File: src/rtl/ann_pkg.sv
// Shared types and layer table for the ANN layer sequencer.
// ANN_BIAS_EN selects the bias layout: one extra coefficient word per neuron row.
package ann_pkg;

  localparam int unsigned MAX_LAYERS = 4;

  typedef enum logic [2:0] {
    StIdle,
    StClear,
    StMac,
    StDrain,
    StWrite,
    StDone
  } seq_state_t;

  localparam int unsigned LAYER_N_IN  [MAX_LAYERS] = '{64, 32, 16, 16};
  localparam int unsigned LAYER_N_OUT [MAX_LAYERS] = '{32, 16, 16, 10};

`ifdef ANN_BIAS_EN
  // Rows are n_in + 1 words long; the bias word sits at the end of each row.
  localparam int unsigned LAYER_BASE  [MAX_LAYERS] = '{0, 2080, 2608, 2880};
`else
  localparam int unsigned LAYER_BASE  [MAX_LAYERS] = '{0, 2048, 2560, 2816};
`endif

endpackage

File: src/rtl/ann_addr_gen.sv
// Input/neuron/coefficient-pointer counters for the layer sequencer.
// load restarts a layer, advance steps one MAC beat, next_neuron moves to the next row.
module ann_addr_gen #(
  parameter int unsigned ADDR_W = 12
) (
  input  logic              clk,
  input  logic              n_rst,
  input  logic              load,
  input  logic [ADDR_W-1:0] base,
  input  logic              advance,
  input  logic              next_neuron,
  output logic [6:0]        inp,
  output logic [6:0]        neuron,
  output logic [ADDR_W-1:0] ptr
);

  // Counter registers; ptr is never rewound between neurons since rows are contiguous.
  always_ff @(posedge clk or negedge n_rst) begin
    if (!n_rst) begin
      inp    <= '0;
      neuron <= '0;
      ptr    <= '0;
    end else if (load) begin
      inp    <= '0;
      neuron <= '0;
      ptr    <= base;
    end else if (next_neuron) begin
      inp    <= '0;
      neuron <= neuron + 7'd1;
    end else if (advance) begin
      inp    <= inp + 7'd1;
      ptr    <= ptr + 1'b1;
    end
  end

endmodule

File: src/rtl/ann_layer_sequencer.sv
// Sequences one fully-connected layer: clear, MAC over inputs, drain, write, per neuron.
// ANN_BIAS_EN adds a bias beat per neuron and the bias_sel output.
module ann_layer_sequencer
  import ann_pkg::*;
#(
  parameter int unsigned ADDR_W     = 12,
  parameter int unsigned MAC_LAT    = 2,
  parameter int unsigned NUM_LAYERS = 4
) (
  input  logic              clk,
  input  logic              n_rst,
  input  logic              start,
  input  logic [1:0]        layer_sel,
  input  logic              coef_ready,
  output logic [6:0]        in_addr,
  output logic [ADDR_W-1:0] coef_addr,
  output logic              mac_en,
  output logic              clear_acc,
  output logic              act_wr,
  output logic [6:0]        out_addr,
  output logic              busy,
  output logic              layer_done
`ifdef ANN_BIAS_EN
  ,
  output logic              bias_sel
`endif
);

  localparam int unsigned DW = (MAC_LAT > 1) ? $clog2(MAC_LAT) : 1;

  seq_state_t        state_q, state_d;
  logic [DW-1:0]     drain_q, drain_d;
  logic [6:0]        n_in_q, n_out_q;
  logic              load, advance, next_neuron;
  logic              start_ok, last_beat;
  logic [6:0]        inp, neuron;
  logic [ADDR_W-1:0] ptr;

  assign start_ok = start && (32'(layer_sel) < NUM_LAYERS);

`ifdef ANN_BIAS_EN
  logic bias_beat;
  assign bias_beat = (inp == n_in_q);
  assign last_beat = bias_beat;
  assign bias_sel  = (state_q == StMac) && bias_beat;
  assign in_addr   = bias_sel ? 7'd0 : inp;
`else
  assign last_beat = (inp == n_in_q - 7'd1);
  assign in_addr   = inp;
`endif

  assign coef_addr = ptr;
  assign out_addr  = neuron;

  ann_addr_gen #(
    .ADDR_W(ADDR_W)
  ) u_addr_gen (
    .clk        (clk),
    .n_rst      (n_rst),
    .load       (load),
    .base       (ADDR_W'(LAYER_BASE[layer_sel])),
    .advance    (advance),
    .next_neuron(next_neuron),
    .inp        (inp),
    .neuron     (neuron),
    .ptr        (ptr)
  );

  // State, drain counter and per-layer sizes latched at start.
  always_ff @(posedge clk or negedge n_rst) begin
    if (!n_rst) begin
      state_q <= StIdle;
      drain_q <= '0;
      n_in_q  <= '0;
      n_out_q <= '0;
    end else begin
      state_q <= state_d;
      drain_q <= drain_d;
      if (load) begin
        n_in_q  <= 7'(LAYER_N_IN[layer_sel]);
        n_out_q <= 7'(LAYER_N_OUT[layer_sel]);
      end
    end
  end

  // Next-state and control decode; mac_en follows coef_ready only inside MAC.
  always_comb begin
    state_d     = state_q;
    drain_d     = drain_q;
    load        = 1'b0;
    advance     = 1'b0;
    next_neuron = 1'b0;
    mac_en      = 1'b0;
    clear_acc   = 1'b0;
    act_wr      = 1'b0;
    layer_done  = 1'b0;
    busy        = (state_q != StIdle);
    unique case (state_q)
      StIdle: begin
        if (start_ok) begin
          load    = 1'b1;
          state_d = StClear;
        end
      end
      StClear: begin
        clear_acc = 1'b1;
        state_d   = StMac;
      end
      StMac: begin
        if (coef_ready) begin
          mac_en  = 1'b1;
          advance = 1'b1;
          if (last_beat) begin
            state_d = StDrain;
            drain_d = '0;
          end
        end
      end
      StDrain: begin
        if (drain_q == DW'(MAC_LAT - 1)) begin
          state_d = StWrite;
        end else begin
          drain_d = drain_q + 1'b1;
        end
      end
      StWrite: begin
        act_wr = 1'b1;
        if (neuron == n_out_q - 7'd1) begin
          state_d = StDone;
        end else begin
          next_neuron = 1'b1;
          state_d     = StClear;
        end
      end
      StDone: begin
        layer_done = 1'b1;
        state_d    = StIdle;
      end
      default: state_d = StIdle;
    endcase
  end

endmodule

File: config.mk
export PLATFORM = sky130hd
export DESIGN_NAME = ann_layer_sequencer
export DESIGN_NICKNAME = d
export VERILOG_FILES = /design/src/rtl/ann_pkg.sv /design/src/rtl/ann_addr_gen.sv /design/src/rtl/ann_layer_sequencer.sv
export SDC_FILE = /design/constraint.sdc
export NUM_CORES = 1
export LEC_CHECK = 0
export ABC_AREA = 1
export ABC_CLOCK_PERIOD_IN_PS = 1900
export CAP_MARGIN = 20
export CORE_MARGIN = 3
export CORE_UTILIZATION = 53
export CTS_CLUSTER_DIAMETER = 60
export DETAILED_ROUTE_END_ITERATION = 8
export PLACE_DENSITY = 0.8
export SETUP_SLACK_MARGIN = 0.3
export SLEW_MARGIN = 20
export SYNTH_ARGS = -nofsm -noshare
export SYNTH_HDL_FRONTEND = slang
export SYNTH_SLANG_ARGS = --single-unit
File: constraint.sdc
create_clock -name clk -period 1.9 [get_ports clk]
set_input_delay 0.475 -clock clk [delete_from_list [all_inputs] [get_ports clk]]
set_output_delay 0.475 -clock clk [all_outputs]
set_load 0.01 [all_outputs]
* After elaboration in Yosys (flattened, before gate mapping)
Cells that the tools add are included.
** Storage, ports and cells
- Input bits :: 6
- Bits in latches :: 0
- Output and inout port bits :: 31
- Bits in writable memories :: 0
- Memories kept :: 0
- Logic and storage cells :: 72
- Bits in registers :: 44
- ROM bits :: 0
** Operators by class
- Div/mod/pow operators :: 0
- Bitwise logic cells :: 1
- Muxes and demuxes :: 36
- $mul :: 0
- Equal/unequal tests :: 12
- Reduce and logical (&&, ||, !) cells :: 9
- Magnitude comparators :: 1
- Shifts and indexed selects :: 0
- Add/sub/neg operators :: 6
** Operator list (number)
- $bmux W32 S2 :: 3
- $mux W7 :: 9
- $mux W12 :: 5
- $mux W3 :: 5
- $pmux W3 S5 :: 1
- $add A7 B1 Y7 const B :: 2
- $eq A7 B7 Y1 :: 2
- $sub A7 B1 Y7 const B :: 2
- $add A12 B1 Y12 const B :: 1
- $mux W1 :: 12
- $ne A2 B2 Y1 const B :: 5
- $eq A3 B2 Y1 const B :: 2
- $eq A3 B3 Y1 const B :: 2
- $reduce_bool A2 Y1 :: 3
- $reduce_bool A3 Y1 :: 2
- $reduce_and A4 Y1 :: 1
- $eq A3 B1 Y1 const B :: 1
- $ge A3 B3 Y1 const B :: 1
- $logic_not A3 Y1 :: 1
- $not A2 Y3 :: 1
- $reduce_and A3 Y1 :: 1
- $pmux W1 S2 :: 1
- $reduce_and A2 Y1 :: 1
- $add A1 B1 Y1 const B :: 1

* Longest topological paths before layout
- Depth after elaboration :: 6
- Mapped depth :: 12
- Gate-level depth less buffers :: 12

* Modules after synthesis
Synthesis repeated with hierarchy kept, for this count alone.
** Second synthesis, totals
- Cell total of the unflattened synthesis :: 351
- Area, all modules :: 2392.3 µm²
** Modules (own cells, without submodules)
- ann_addr_gen :: sequential area each 650.6 µm², times used 1, area each 1556.5 µm², cells an instance 214
- ann_layer_sequencer :: sequential area each 225.2 µm², times used 1, area each 835.8 µm², cells an instance 137

* Worst setup path after synthesis
OpenSTA, ideal clock, no wires.
- Path kind :: register to register
- Start :: register n_out_q[3]
- End :: register u_addr_gen.inp[4]
- Required time :: 1.834 ns
- Path slack :: 0.414 ns
- Cell stages (with the launch flop) :: 11
- Buffers on the path :: 1
- Setup time :: 0.066 ns
- Arrival :: 1.420 ns
- Period minus slack after synthesis :: 1.486 ns
- Cell sequence :: dfrtp_1 -> inv_1 -> ha_1 -> nand2_1 -> nand3_1 -> nor2_1 -> nand3_1 -> nand2_2 -> buf_6 -> nand3_1 -> nand2_1
** On the way
- Longest elaborated chain between the ends :: 6
** Ends and longest elaborated chain
- start: declaration :: line ann_layer_sequencer.sv:33 : logic [6:0] n_in_q, n_out_q;
- start signal: assignment :: line ann_layer_sequencer.sv:81 : n_out_q <= 7'(LAYER_N_OUT[layer_sel]);
- $sub A7 B1 Y7 * :: line ann_layer_sequencer.sv:128 : if (neuron == n_out_q - 7'd1) begin
- $eq A7 B7 Y1 * :: line ann_layer_sequencer.sv:128
- $mux W1 * :: line ann_layer_sequencer.sv:128
- $mux W1 * :: line ann_layer_sequencer.sv:98 : unique case (state_q)
- $mux W7 :: line ann_addr_gen.sv:27 : end else if (next_neuron) begin
- $mux W7 :: line ann_addr_gen.sv:23 : end else if (load) begin
- end signal: assignment :: line ann_addr_gen.sv:31 : inp <= inp + 7'd1;
- end: declaration :: line ann_addr_gen.sv:12 : output logic [6:0] inp,
Every way passes the cells marked *; elsewhere a longest branch is shown, timed or not.
A chain may end at the register's enable or synchronous reset.

* Final worst setup path
- Start :: register state_q[1]
- End :: output clear_acc
** On the way
- Longest elaborated chain between the ends :: 2
** Ends and longest elaborated chain
- start: declaration :: line ann_layer_sequencer.sv:31 : seq_state_t state_q, state_d;
- start signal: assignment :: line ann_layer_sequencer.sv:72 : state_q <= StIdle;
- start signal: assignment :: line ann_layer_sequencer.sv:77 : state_q <= state_d;
- $eq A3 B1 Y1 :: line ann_layer_sequencer.sv:98
- $mux W1 :: line ann_layer_sequencer.sv:98
- end: declaration :: line ann_layer_sequencer.sv:18 : output logic clear_acc,
No other way between the ends.

==> qor.yml <==
status: "finished, final reports clean"
final_hold_viol_count: 0
synth_xor_area_share_pct: 4.88
clock_path_buffers: 2
finClkSkew_ns: 0.00311
avgRoutedWirePerCell_um: 14.7
synthesis.area_mm2: 0.00216
area_growth_pct: 45.0
fin_crit_sh_pct: 89.7
final_antenna_net_count: 0
dr.pass1.iters: 4
start_util_pct: 56.8
use_met2_pct: 38.6
final_layout_size_suffix_gt1_share_pct: 29.0
ctsHoldBuffers: 0
placed_cells: 379
antenna_found_initial: 0
track_usage_pct: 22.8
n_fill_cell: 224
worst_ep_arrival_time_ns: 1.23
leakagePower_nw: 1.65
nets: 383
hp-class: "reg2reg"
diodes: 0
synth-seq-cells: 35
drt-initial-drc-count: 228
ir_worst_vdd_uv: 668
fp.dieH_um: 69.8
grt_pass1_vias: 1981
yosys-mux-area-fraction_pct: 0
fin_crit_ns: 1.70
coreArea_mm2: 0.00380
gp_congestion: 0.910
vias: 2232
crit_required_ns: 1.42
cts_tree: "built"
worstSetupStartpointType: "flop"
cts_root_buf: "clkbuf_8"
ys_seq_area_share_pct: 40.6
cp-end-kind: "output port"
finalNonFillerCells: 417
syn_inst: 289
synth_compound_area_share_pct: 6.62
total_power_mw: 2.35
worstPathMaxFanout: 3
mostFrequentLayoutCells: "70 x nand2_1, 38 x inv_1, 32 x buf_4"
final_util_pct: 82.3
cts_sinks: 35
clk_pin_slew_ns: 0.07
syn_nets: 304
final_common_cell: "nand2_1"
maxCapViolations: 0
fmax_mhz: 587
worst_pin_slew_ns: 0.458
use_met1_pct: 30.1
ctsHtreeMaxLevel: 2
final-setup-viol-count: 0
io_buffers: 36
crit_type: "reg2out"
dieArea_mm2: 0.00487
viasPerCell: 5.35
slew_headroom_pct: 69.4
grt_pass1_wl_um: 9050
ys_warn_count: 0
synth_top_family_by_area: "simple AND/OR/NAND/NOR gates"
fp.dieW_um: 69.8
numCtsBuffers: 5
power.density_mw_per_mm2: 750
wl_um: 6130
whs_ns: 0.493
grtUsageMet3_pct: 3.91
top_usage_layer: "met2"
clk_latency_ns: 0.28
yosys.area_share.simple_pct: 31.9
hpwl_um: 3560
ios: 37
synth_cell_types: 27
avgSynthCellArea_um2: 7.46
rsz0062_at_grt: "yes"
synthAdderAreaFrac_pct: 5.22
finalWorstSetupSlack_ns: 0.196
overflow: 0
fp-row-count: 22
drc: 0
pre_cts_ws_ns: -0.195
finalMaxSlewViolations: 0
grt_max_degree: 36
-- cell usage after synthesis --
cell type	count	area [µm²]
a21oi_1	7	35.0
a32o_1	1	10.0
a31oi_1	1	6.26
nor3b_1	1	7.51
nor3_1	4	20.0
nor2_2	2	12.5
o21ai_1	2	10.0
nand2_1	74	278
o21ai_0	13	65.1
dfrtp_1	35	876
nor2_1	17	63.8
nor3_2	1	10.0
ha_1	9	113
nand3_1	37	185
buf_6	3	33.8
xnor2_1	2	17.5
xor2_1	10	87.6
a211oi_1	1	7.51
nand2_4	1	11.3
nand2_2	6	37.5
inv_1	45	169
nand4_1	7	43.8
inv_2	4	15.0
or2_2	1	6.26
nor2_4	1	11.3
o2111ai_1	1	8.76
buf_2	3	15.0
-- per-layer routing --
layer / vias up / routed length, µm
met5: - / 0
met4: 0 / 93
met3: 13 / 377
met2: 80 / 3100
met1: 1059 / 2550
li1: 1080 / -
-- what timing repair did --
item / CTS / global route
resized for setup: 73 / 39
gates cloned: 0 / 1
setup buffers: 19 / 10
setup endpoints to repair: 44 / 37
pin swaps: 10 / 15
-- state kept, by name, summed over array words and instances (netlist names) --
register	cells
u_addr_gen.neuron	7
u_addr_gen.ptr	12
n_in_q	2
drain_q	1
u_addr_gen.inp	7
state_q	3
n_out_q	3
-- final cells by class --
cell class              count  area, µm²  share of cell area [%]
inverters                  49        196                    6.29
multi-input cells         200       1220                    39.2
flip-flops and latches     35        882                    28.2
clock buffers               8        100                    3.20
well taps                  48       60.1                    1.92
repair buffers             77        663                    21.2
-- power by group --
part | leakage [nW] | total (mW) | internal [mW] | switching [mW]
logic | 1.22 | 0.768 | 0.359 | 0.409
clock network | 0.0515 | 0.604 | 0.331 | 0.272
registers | 0.387 | 0.974 | 0.869 | 0.105
-- path summary, 6_finish.rpt --
path | from | to | slack (ns) | cells after the start
setup / recovery | state_q[1]$_DFFE_PN0P_ | clear_acc | 0.20 | 3
hold / removal | u_addr_gen.inp[0]$_DFFE_PN0P_ | u_addr_gen.inp[0]$_DFFE_PN0P_ | 0.49 | 1
setup reg to reg | n_out_q[4]$_DFFE_PN0P_ | u_addr_gen.inp[3]$_DFFE_PN0P_ | 0.23 | 11
hold reg to reg | u_addr_gen.inp[0]$_DFFE_PN0P_ | u_addr_gen.inp[0]$_DFFE_PN0P_ | 0.49 | 1
max in group asynchronous | n_rst | u_addr_gen.inp[4]$_DFFE_PN0P_ | 0.95 | 2
min in group asynchronous | n_rst | u_addr_gen.ptr[5]$_DFFE_PN0P_ | 0.60 | 2
-- cell families after synthesis --
kind of cell | after synthesis
simple gates | 152
buf+inv | 55
flops | 35
compound gates | 26
xor+xnor | 12
fa+ha+maj | 9
-- worst max-delay path, stage by stage (launching register included) --
cell and delay (ns):
dfrtp_1 0.43, buf_6 0.15, nor3_4 0.20, buf_2 0.16
-- per-stage QoR --
stage | setup TNS (ns) | area [µm²]
after floorplan | 0 | 2160
after global placement | -0.191 | 2620
after detailed placement | -0.195 | 2620
after CTS | 0 | 2890
after global routing | 0 | 3130
final | 0 | 3130
No activity file was read; power rests on OpenSTA's default activity.
